==> src/rtl/aud_pkg.sv <==
// Shared types for the I2S ADC capture path: sample type, capture FSM states
// and the FIFO entry layout.
package aud_pkg;

  localparam int SAMPLE_W = 16;

  typedef logic signed [SAMPLE_W-1:0] sample_t;

  typedef enum logic [1:0] {
    S_IDLE    = 2'd0,
    S_SKIP    = 2'd1,
    S_RECEIVE = 2'd2,
    S_WAIT    = 2'd3
  } rec_state_t;

  typedef struct packed {
    logic    chan;
    sample_t sample;
  } fifo_entry_t;

endpackage

==> src/rtl/aud_recorder_if.sv <==
// Capture-stage bundle: codec serial inputs plus the downstream valid/ready
// sample stream and overflow status. slave = recorder, master = its user.
interface aud_recorder_if #(
  parameter int FIFO_DEPTH = 8,
  parameter int DROP_CNT_W = 8
);
  import aud_pkg::*;

  logic                          i_en;
  logic                          i_adclrck;
  logic                          i_adcdat;
  logic                          i_ready;
  sample_t                       o_data;
  logic                          o_valid;
  logic                          o_chan;
  logic [$clog2(FIFO_DEPTH):0]   o_level;
  logic                          o_overflow;
  logic [DROP_CNT_W-1:0]         o_drop_cnt;

  modport slave (
    input  i_en, i_adclrck, i_adcdat, i_ready,
    output o_data, o_valid, o_chan, o_level, o_overflow, o_drop_cnt
  );

  modport master (
    output i_en, i_adclrck, i_adcdat, i_ready,
    input  o_data, o_valid, o_chan, o_level, o_overflow, o_drop_cnt
  );

endinterface

==> src/rtl/aud_sync_fifo.sv <==
// First-word-fall-through synchronous FIFO; o_dout is the head entry whenever
// o_empty is low. A push into a full FIFO succeeds only alongside a pop.
module aud_sync_fifo #(
  parameter int WIDTH = 16,
  parameter int DEPTH = 8
) (
  input  logic                     i_clk,
  input  logic                     i_rst,
  input  logic                     i_push,
  input  logic [WIDTH-1:0]         i_din,
  input  logic                     i_pop,
  output logic [WIDTH-1:0]         o_dout,
  output logic                     o_full,
  output logic                     o_empty,
  output logic [$clog2(DEPTH):0]   o_level
);
  localparam int AW = $clog2(DEPTH);
  localparam int LW = AW + 1;

  logic [WIDTH-1:0] r_mem [DEPTH];
  logic [AW-1:0]    r_wr_ptr, r_rd_ptr;
  logic [LW-1:0]    r_level;
  logic             w_wr, w_rd;

  assign o_full  = (r_level == LW'(DEPTH));
  assign o_empty = (r_level == '0);
  assign o_level = r_level;
  assign o_dout  = r_mem[r_rd_ptr];

  assign w_rd = i_pop & ~o_empty;
  assign w_wr = i_push & (~o_full | w_rd);

  always_ff @(posedge i_clk) begin
    if (w_wr) r_mem[r_wr_ptr] <= i_din;
  end

  // Pointers wrap naturally since DEPTH is a power of two.
  always_ff @(posedge i_clk) begin
    if (i_rst) begin
      r_wr_ptr <= '0;
      r_rd_ptr <= '0;
      r_level  <= '0;
    end else begin
      if (w_wr) r_wr_ptr <= r_wr_ptr + 1'b1;
      if (w_rd) r_rd_ptr <= r_rd_ptr + 1'b1;
      case ({w_wr, w_rd})
        2'b10:   r_level <= r_level + 1'b1;
        2'b01:   r_level <= r_level - 1'b1;
        default: r_level <= r_level;
      endcase
    end
  end

endmodule

==> src/rtl/aud_recorder.sv <==
// I2S ADC capture: deserializes 16-bit MSB-first words after an LRCK edge and
// buffers them in a FWFT FIFO. Define AUD_REC_STEREO_EN to capture right too.
module aud_recorder
  import aud_pkg::*;
#(
  parameter int FIFO_DEPTH = 8,
  parameter int DROP_CNT_W = 8
) (
  input  logic          i_bclk,
  input  logic          i_rst,
  aud_recorder_if.slave bus
);
  localparam int CNT_W = $clog2(SAMPLE_W);
  localparam int LVL_W = $clog2(FIFO_DEPTH) + 1;
`ifdef AUD_REC_STEREO_EN
  localparam int ENTRY_W = $bits(fifo_entry_t);
`else
  localparam int ENTRY_W = SAMPLE_W;
`endif

  rec_state_t            r_state;
  logic                  r_lrck_q;
  logic [CNT_W-1:0]      r_bit_cnt;
  logic [SAMPLE_W-2:0]   r_shift;
  logic                  r_push;
  sample_t               r_push_sample;
  logic                  r_overflow;
  logic [DROP_CNT_W-1:0] r_drop_cnt;

  logic                  w_fall, w_arm, w_wait_done;
  sample_t               w_word, w_head_sample;
  logic [ENTRY_W-1:0]    w_fifo_din, w_fifo_dout;
  logic                  w_full, w_empty, w_pop, w_drop;
  logic [LVL_W-1:0]      w_level;

  assign w_fall = r_lrck_q & ~bus.i_adclrck;
  assign w_word = sample_t'({r_shift, bus.i_adcdat});

`ifdef AUD_REC_STEREO_EN
  logic        r_chan, r_push_chan, w_rise;
  fifo_entry_t w_head;
  assign w_rise      = ~r_lrck_q & bus.i_adclrck;
  assign w_arm       = bus.i_en & (w_fall | w_rise);
  assign w_wait_done = w_fall | w_rise;
  assign w_fifo_din  = {r_push_chan, r_push_sample};
  assign w_head      = fifo_entry_t'(w_fifo_dout);
  assign w_head_sample = w_head.sample;
  assign bus.o_chan  = ~w_empty & w_head.chan;
`else
  assign w_arm       = bus.i_en & w_fall;
  assign w_wait_done = bus.i_adclrck;
  assign w_fifo_din  = r_push_sample;
  assign w_head_sample = sample_t'(w_fifo_dout);
  assign bus.o_chan  = 1'b0;
`endif

  // The edge that releases S_WAIT may itself arm the next word (stereo);
  // in mono w_arm is always low while LRCK is high, so this falls to S_IDLE.
  always_ff @(posedge i_bclk) begin
    if (i_rst) begin
      r_state       <= S_IDLE;
      r_lrck_q      <= 1'b0;
      r_bit_cnt     <= '0;
      r_shift       <= '0;
      r_push        <= 1'b0;
      r_push_sample <= '0;
`ifdef AUD_REC_STEREO_EN
      r_chan        <= 1'b0;
      r_push_chan   <= 1'b0;
`endif
    end else begin
      r_lrck_q <= bus.i_adclrck;
      r_push   <= 1'b0;
      case (r_state)
        S_IDLE: if (w_arm) begin
          r_state <= S_SKIP;
`ifdef AUD_REC_STEREO_EN
          r_chan  <= bus.i_adclrck;
`endif
        end
        S_SKIP: begin
          r_state   <= S_RECEIVE;
          r_bit_cnt <= '0;
        end
        S_RECEIVE: begin
          r_shift   <= w_word[SAMPLE_W-2:0];
          r_bit_cnt <= r_bit_cnt + 1'b1;
          if (r_bit_cnt == CNT_W'(SAMPLE_W-1)) begin
            r_push        <= 1'b1;
            r_push_sample <= w_word;
`ifdef AUD_REC_STEREO_EN
            r_push_chan   <= r_chan;
`endif
            r_state       <= S_WAIT;
          end
        end
        S_WAIT: if (w_wait_done) begin
          r_state <= w_arm ? S_SKIP : S_IDLE;
`ifdef AUD_REC_STEREO_EN
          r_chan  <= bus.i_adclrck;
`endif
        end
        default: r_state <= S_IDLE;
      endcase
    end
  end

  assign w_pop  = bus.i_ready & ~w_empty;
  assign w_drop = r_push & w_full & ~w_pop;

  always_ff @(posedge i_bclk) begin
    if (i_rst) begin
      r_overflow <= 1'b0;
      r_drop_cnt <= '0;
    end else if (w_drop) begin
      r_overflow <= 1'b1;
      if (r_drop_cnt != '1) r_drop_cnt <= r_drop_cnt + 1'b1;
    end
  end

  aud_sync_fifo #(.WIDTH(ENTRY_W), .DEPTH(FIFO_DEPTH)) u_fifo (
    .i_clk   (i_bclk),
    .i_rst   (i_rst),
    .i_push  (r_push),
    .i_din   (w_fifo_din),
    .i_pop   (w_pop),
    .o_dout  (w_fifo_dout),
    .o_full  (w_full),
    .o_empty (w_empty),
    .o_level (w_level)
  );

  // Stale RAM contents never leak out while the FIFO is empty.
  assign bus.o_data     = w_empty ? '0 : w_head_sample;
  assign bus.o_valid    = ~w_empty;
  assign bus.o_level    = w_level;
  assign bus.o_overflow = r_overflow;
  assign bus.o_drop_cnt = r_drop_cnt;

endmodule

==> src/flat_wrapper.sv <==
// flat-port wrapper written by rule: the top's interface ports become plain ports
module aud_recorder_flat import aud_pkg::*;
#(
  parameter int FIFO_DEPTH = 8,
  parameter int DROP_CNT_W = 8
)
  (i_bclk, i_rst, bus_i_en, bus_i_adclrck, bus_i_adcdat, bus_i_ready, bus_o_data, bus_o_valid, bus_o_chan, bus_o_level, bus_o_overflow, bus_o_drop_cnt);
  aud_recorder_if #(.FIFO_DEPTH(FIFO_DEPTH), .DROP_CNT_W(DROP_CNT_W)) bus_i ();
  input  logic i_bclk;
  input  logic i_rst;
  input wire logic [$bits(bus_i.i_en)-1:0] bus_i_en;
  input wire logic [$bits(bus_i.i_adclrck)-1:0] bus_i_adclrck;
  input wire logic [$bits(bus_i.i_adcdat)-1:0] bus_i_adcdat;
  input wire logic [$bits(bus_i.i_ready)-1:0] bus_i_ready;
  output wire logic [$bits(bus_i.o_data)-1:0] bus_o_data;
  output wire logic [$bits(bus_i.o_valid)-1:0] bus_o_valid;
  output wire logic [$bits(bus_i.o_chan)-1:0] bus_o_chan;
  output wire logic [$bits(bus_i.o_level)-1:0] bus_o_level;
  output wire logic [$bits(bus_i.o_overflow)-1:0] bus_o_overflow;
  output wire logic [$bits(bus_i.o_drop_cnt)-1:0] bus_o_drop_cnt;
  assign bus_i.i_en = bus_i_en;
  assign bus_i.i_adclrck = bus_i_adclrck;
  assign bus_i.i_adcdat = bus_i_adcdat;
  assign bus_i.i_ready = bus_i_ready;
  assign bus_o_data = bus_i.o_data;
  assign bus_o_valid = bus_i.o_valid;
  assign bus_o_chan = bus_i.o_chan;
  assign bus_o_level = bus_i.o_level;
  assign bus_o_overflow = bus_i.o_overflow;
  assign bus_o_drop_cnt = bus_i.o_drop_cnt;
  aud_recorder #(.FIFO_DEPTH(FIFO_DEPTH), .DROP_CNT_W(DROP_CNT_W)) u_core (.i_bclk(i_bclk), .i_rst(i_rst), .bus(bus_i));
endmodule
==> config.mk <==
export PLATFORM = sky130hd
export DESIGN_NAME = aud_recorder_flat
export DESIGN_NICKNAME = d
export VERILOG_FILES = /design/src/rtl/aud_pkg.sv /design/src/rtl/aud_recorder_if.sv /design/src/rtl/aud_sync_fifo.sv /design/src/rtl/aud_recorder.sv /design/src/flat_wrapper.sv
export SDC_FILE = /design/constraint.sdc
export NUM_CORES = 1
export LEC_CHECK = 0
export ABC_CLOCK_PERIOD_IN_PS = 3100
export BUFFER_PORTS_ARGS = -buffer_cell sky130_fd_sc_hd__buf_2
export CORE_UTILIZATION = 60
export CTS_CLUSTER_SIZE = 28
export DETAILED_ROUTE_END_ITERATION = 8
export GPL_TIMING_DRIVEN = 0
export PLACE_DENSITY_LB_ADDON = 0.15
export SLEW_MARGIN = 40
export SYNTH_ARGS = -nofsm -noshare
export SYNTH_HDL_FRONTEND = slang
export SYNTH_SLANG_ARGS = --single-unit
==> constraint.sdc <==
create_clock -name i_bclk -period 3.1 [get_ports i_bclk]
set_input_delay 0.31 -clock i_bclk [delete_from_list [all_inputs] [get_ports i_bclk]]
set_output_delay 0.31 -clock i_bclk [all_outputs]
set_load 0.05 [all_outputs]
==> results.cfg, run 1 <==
[floorplan]
core-area_mm2 = 0.0121
rows = 40
fp.dieW_um = 114
die_area_mm2 = 0.0129
io_pins = 37
die_y_um = 114
start_util = 0.619

[grt]
grt_max_degree = 17
antenna_found_initial = 0
grt_pass1_wl_um = 22000
grt_pass1_vias = 4196
met2_usage = 0.403
grtUsageMet3 = 0.0611
grt-ovfl-total = 0
use_met1 = 0.291
grt.busiest_layer = met2
grt_usage = 0.234

[outcome]
status = finished clean

[layout]
antenna_cells = 0
n_fill_cell = 832
final_area_mm2 = 0.00860
areaGrowthSynthToFinish_pct = 14.7
layout.nets = 578
utilization = 0.710
drive_gt1_frac = 0.224

[placed_design]
numPortBuffers = 34
dp_hpwl_um = 9250
dpl_cell_area_mm2 = 0.00800
routabilityCongestion = 0.798

[yosys]
yosysSeqAreaShare = 0.676
synth.distinct_cells = 51
synth_fp_nets = 515
syn-cell-area_mm2 = 0.00749
syn_area_per_cell_um2 = 15.0
synth_commonest_cells = 128 x edfxtp_1, 61 x dfxtp_1, 52 x nor2_1, 40 x nand2_1, 34 x mux2i_1
synth_top_area_share = 0.513
ys_seq_elements = 189
syn_inst = 500
yosys.area.top_type = edfxtp_1
synthTopCellsByArea = edfxtp_1 51%, dfxtp_1 16%, mux4_2 9.6%
ys.flop_type = edfxtp_1
synth-edff-count = 128
ys_warn_count = 0
ys_async_sr_fraction = 0
yosysMostFrequentCell = edfxtp_1

[timing]
period_minus_slack_ps = 2840
setup_viol = 0
maxSlewViolCount = 0
finalHoldViolCount = 0
rsz0062_at_grt = no
finClkSkew_ps = 11.5
relSlewSlack = 0.452
holdWs_ps = 119
fmax_ghz = 0.352
period_share = 0.916
worst_pin_slew_ps = 822

[clock_tree]
cts_setup_buffers = 0
numClockSinks = 189
post_cts_resized = 0
numCtsBuffers = 17
path_clk_slew_ps = 60
htreeDepth = 4
cts.path.max_buffers = 2
cts_tree = yes
postCtsHoldBufs = 0
cts_root_buffer = clkbuf_16
clkLatencyLatePin_ps = 440

[drt]
wl_per_cell_um = 18.6
finalWirelength_um = 13900
via_per_inst = 5.68
drtIter0Drc = 252
vias = 4228
dr.pass1.iters = 4
drc_errors = 0
final_antenna_net_count = 0

[power]
power_density_mw_per_mm2 = 589
peakVddDrop_uv = 422
power.leakage_uw = 0.00290

[worst_setup_path]
rr_startpoint = u_core.u_fifo.o_level[0]
cp_data_arrival_time_ps = 2530
startpoint_type = flop
critPathRequiredTime_ps = 2790
reg2reg_depth = 9
cp_max_fo = 10
crit_type = reg -> out
end_kind = output pin
timing.rr.end = u_core.u_fifo.o_level[2]
rrSetupSlack_ps = 400

[worst_hold_path]
hold_depth = 2
hp-start = bus_i_adclrck
hold_path_end = u_core.r_lrck_q
min_path_type = in -> reg

[run]
maxCapViolCount = 0
==> layout by cell type, fill, tap and decap left out, types with 3 or more instances in the layout <==
cell type / instances
nand3_1: 7
xor2_1: 4
nand4b_1: 3
nor2_1: 49
nor2_4: 4
bufinv_16: 3
buf_2: 45
nand2_1: 40
edfxtp_1: 128
buf_4: 6
nor2b_1: 7
mux2i_1: 34
nor3_2: 5
a21oi_1: 26
nand2b_1: 7
or3_1: 3
clkbuf_16: 17
ha_1: 9
clkbuf_1: 20
inv_1: 5
xnor2_1: 3
buf_1: 5
o21ai_0: 4
mux4_2: 32
dfxtp_1: 61
==> per-stage QoR <==
stage | setup WS, ps | cells | total power, uW | setup TNS (ps)
2_1_floorplan | 213 | 500 | 2890 | 0
3_3_place_gp | -491 | 702 | 2920 | -30750
3_5_place_dp | 451 | 712 | 2930 | 0
4_1_cts | 192 | 744 | 5090 | 0
5_1_grt | 103 | 744 | 5220 | 0
6_report | 261 | 744 | 5060 | 0
==> metal layers <==
metal / vias to the layer above / wire length (um)
met3: 9 / 660
met4: 0 / 130
li1: 2007 / -
met2: 97 / 7120
met5: - / 0
met1: 2115 / 5960
==> logic make-up (layout without fill, tap and decap cells) <==
group                    after synthesis  count (layout)  share of synthesized area
AO/OA/AOI/OAI                         47              47                     0.0411
flip-flops                           189             189                      0.676
adder cells (fa/ha/maj)                9               9                     0.0150
multiplexers                          69              69                      0.146
other                                  1               1                   0.000501
buffers and inverters                 38             114                     0.0220
AND/OR/NAND/NOR                      140             140                     0.0910
XOR/XNOR                               7               7                    0.00818
==> how the worst max path moves through the flow <==
stage | depth (start not counted) | endpoint | startpoint
after detailed placement | 10 | u_core.u_fifo.o_level[2] | u_core.u_fifo.o_level[1]
after global routing | 5 | bus_o_data[14] | flop
final | 6 | bus_o_data[15] | flop
after CTS | 5 | bus_o_data[14] | flop
after global placement | 4 | u_core.u_fifo.r_mem[3][9] | bus_i_ready
after floorplan | 5 | u_core.u_fifo.r_mem[4][0] | u_core.u_fifo.o_level[2]
==> flip-flops by register name (all words and copies together), names as in the netlist, named ones only <==
register                count
u_core.r_bit_cnt            4
u_core.u_fifo.r_wr_ptr      3
u_core.u_fifo.o_level       4
u_core.r_push_sample       16
u_core.bus.o_overflow       1
u_core.r_push               1
u_core.u_fifo.r_mem       128
u_core.r_shift             15
u_core.bus.o_drop_cnt       8
u_core.r_state              2
u_core.u_fifo.r_rd_ptr      3
u_core.r_lrck_q             1
==> layout make-up <==
cell class                 instances  area (um^2)  area share
timing repair buffer              44          236      0.0275
tap                              168          210      0.0245
inverter                           6         22.5     0.00262
clock inverter                    11          140      0.0163
clock buffer                      21          460      0.0536
sequential                       189         5060       0.589
buffer                            32          143      0.0166
multi-input combinational        273         2320       0.270
==> report_power, final <==
group          leakage (uW)  internal (uW)  switching [uW]
clock network      0.000289           1310             878
logic              0.000937           76.4             119
registers           0.00168           2670            11.4
==> critical path, cell delays in order, from the launching register on <==
cell and delay, ps:
dfxtp_1 320, clkbuf_1 240, buf_2 420, mux4_2 560, mux2i_1 250, nor2_1 70, buf_2 240
(Power assumes the default switching activity.)
==> inputs of run 2 (changes only) <==
- CAP_MARGIN: not set -> 10
- CORE_UTILIZATION: 60 -> 30
- GPL_TIMING_DRIVEN: 0 -> 1
==> run 2 against run 1 <==
  * Cell count up 17%
  * Die area up 98%
  * Sequential share of layout area down 0.44 points
  * Combinational power about the same
  * Final area up 0.79%
  * Clock skew up 0.90 ps
  * Sequential power about the same
  * Via count down 2.6%
  * Hold slack better by 9.6 ps
  * Global-route usage down 11 points
  * Flip-flop and latch count unchanged
  * First-iteration DRC count down 25%
  * Critical path type unchanged
==> results.cfg, run 2 (synthesized netlist as in run 1, its figures left out) <==
[outcome]
status = finished clean

[layout]
regMostFlops = u_core.u_fifo.r_mem
final_area_mm2 = 0.00866
areaGrowthSynthToFinish_pct = 15.6
largest_reg_flops = 128
layout.nets = 552
reg_top3 = u_core.u_fifo.r_mem x128, u_core.r_push_sample x16, u_core.r_shift x15
antenna_cells = 0
final_common_cell = edfxtp_1
drive_gt1_frac = 0.227
layout_common_cells = 128 x edfxtp_1, 60 x dfxtp_1, 52 x nor2_1, 40 x nand2_1, 35 x buf_2

[power]
power_density_mw_per_mm2 = 571
peakVddDrop_uv = 342
p_total_uw = 4950
power.leakage_uw = 0.00284

[floorplan]
start_util = 0.307
die_y_um = 160
die_area_mm2 = 0.0256
core-area_mm2 = 0.0244
io_pins = 37
rows = 57
fp.dieW_um = 160

[clock_tree]
numCtsBuffers = 17
numClockSinks = 189
cts_root_buffer = clkbuf_16
post_cts_resized = 0
clkLatencyLatePin_ps = 420
htreeDepth = 4
path_clk_slew_ps = 70
cts_tree = yes
postCtsHoldBufs = 0
cts.path.max_buffers = 2
cts_setup_buffers = 0

[timing]
fmax_ghz = 0.378
rsz0062_at_grt = no
setup_viol = 0
holdWs_ps = 129
relSlewSlack = 0.507
worst_pin_slew_ps = 737
maxSlewViolCount = 0
finClkSkew_ps = 12.4
period_minus_slack_ps = 2650
finalSetupTns_ps = 0
finalHoldViolCount = 0
timing.final.ws_setup_ps = 454
period_share = 0.854

[placed_design]
preCtsSetupSlack_ps = 610
routabilityCongestion = 0.734
dpl_cell_area_mm2 = 0.00810
numPortBuffers = 35
dp_hpwl_um = 9500

[drt]
finalWirelength_um = 15000
drc_errors = 0
vias = 4116
final_antenna_net_count = 0
wl_per_cell_um = 17.2
drtIter0Drc = 188
dr.pass1.iters = 4
via_per_inst = 4.71

[grt]
grt_max_degree = 35
grt.busiest_layer = met2
grtUsageMet3 = 0.0327
grt_pass1_vias = 4282
grt-ovfl-total = 0
antenna_found_initial = 1
grt_pass1_wl_um = 24100
use_met1 = 0.160
grt_usage = 0.125
met2_usage = 0.210

[worst_setup_path]
crit_type = reg -> out
critPathRequiredTime_ps = 2790
end_kind = output pin
startpoint_type = flop
cp_max_fo = 14
cp_data_arrival_time_ps = 2340

[worst_hold_path]
min_path_type = in -> reg

[run]
maxCapViolCount = 0
run 2: worst max-delay path: stages, from the launching register on:
cell and delay [ps]:
dfxtp_2 710, buf_12 240, mux4_2 520, mux2i_1 170
nor2_1 50, buf_2 210
run 2: power by group:
| part | total [uW] | internal, uW | switching, uW |
|---|---|---|---|
| sequential | 2680 | 2670 | 12.2 |
| combinational | 195 | 77.7 | 118 |
| clock | 2080 | 1140 | 931 |
| total | 4950 | 3890 | 1060 |
run 2: path summary, 6_finish.rpt:
check                                start                         to  slack (ps)  cells past startpoint
hold reg to reg         u_core.r_shift[14]   u_core.r_push_sample[15]         460                      2
setup reg to reg  u_core.u_fifo.o_level[1]  u_core.u_fifo.r_mem[6][3]         640                      4
hold / removal               bus_i_adclrck            u_core.r_lrck_q         130                      2
setup / recovery                      flop             bus_o_data[15]         450                      5
run 2: stage by stage:
step | utilization | std cells
after floorplan | - | 500
after global placement | 0.332 | 842
after detailed placement | 0.332 | 842
after CTS | 0.355 | 874
after global routing | 0.355 | 874
final | 0.355 | 874
run 2: area by class of cell:
class                   count  area, um^2
clock buffers              21         450
clock inverters            11         110
fillers                  2376       15700
inverters                   6        22.5
multi-input cells         273        2300
flip-flops and latches    189        5070
well taps                 324         405
repair buffers             50         313
run 2: routing by layer:
| metal | wire (um) | part of all wire | vias to the layer above |
|---|---|---|---|
| li1 | - | - | 1956 |
| met1 | 7030 | 0.47 | 2095 |
| met2 | 7410 | 0.49 | 52 |
| met3 | 476 | 0.032 | 11 |
| met4 | 117 | 0.0078 | 2 |
| met5 | 10 | 0.00066 | - |
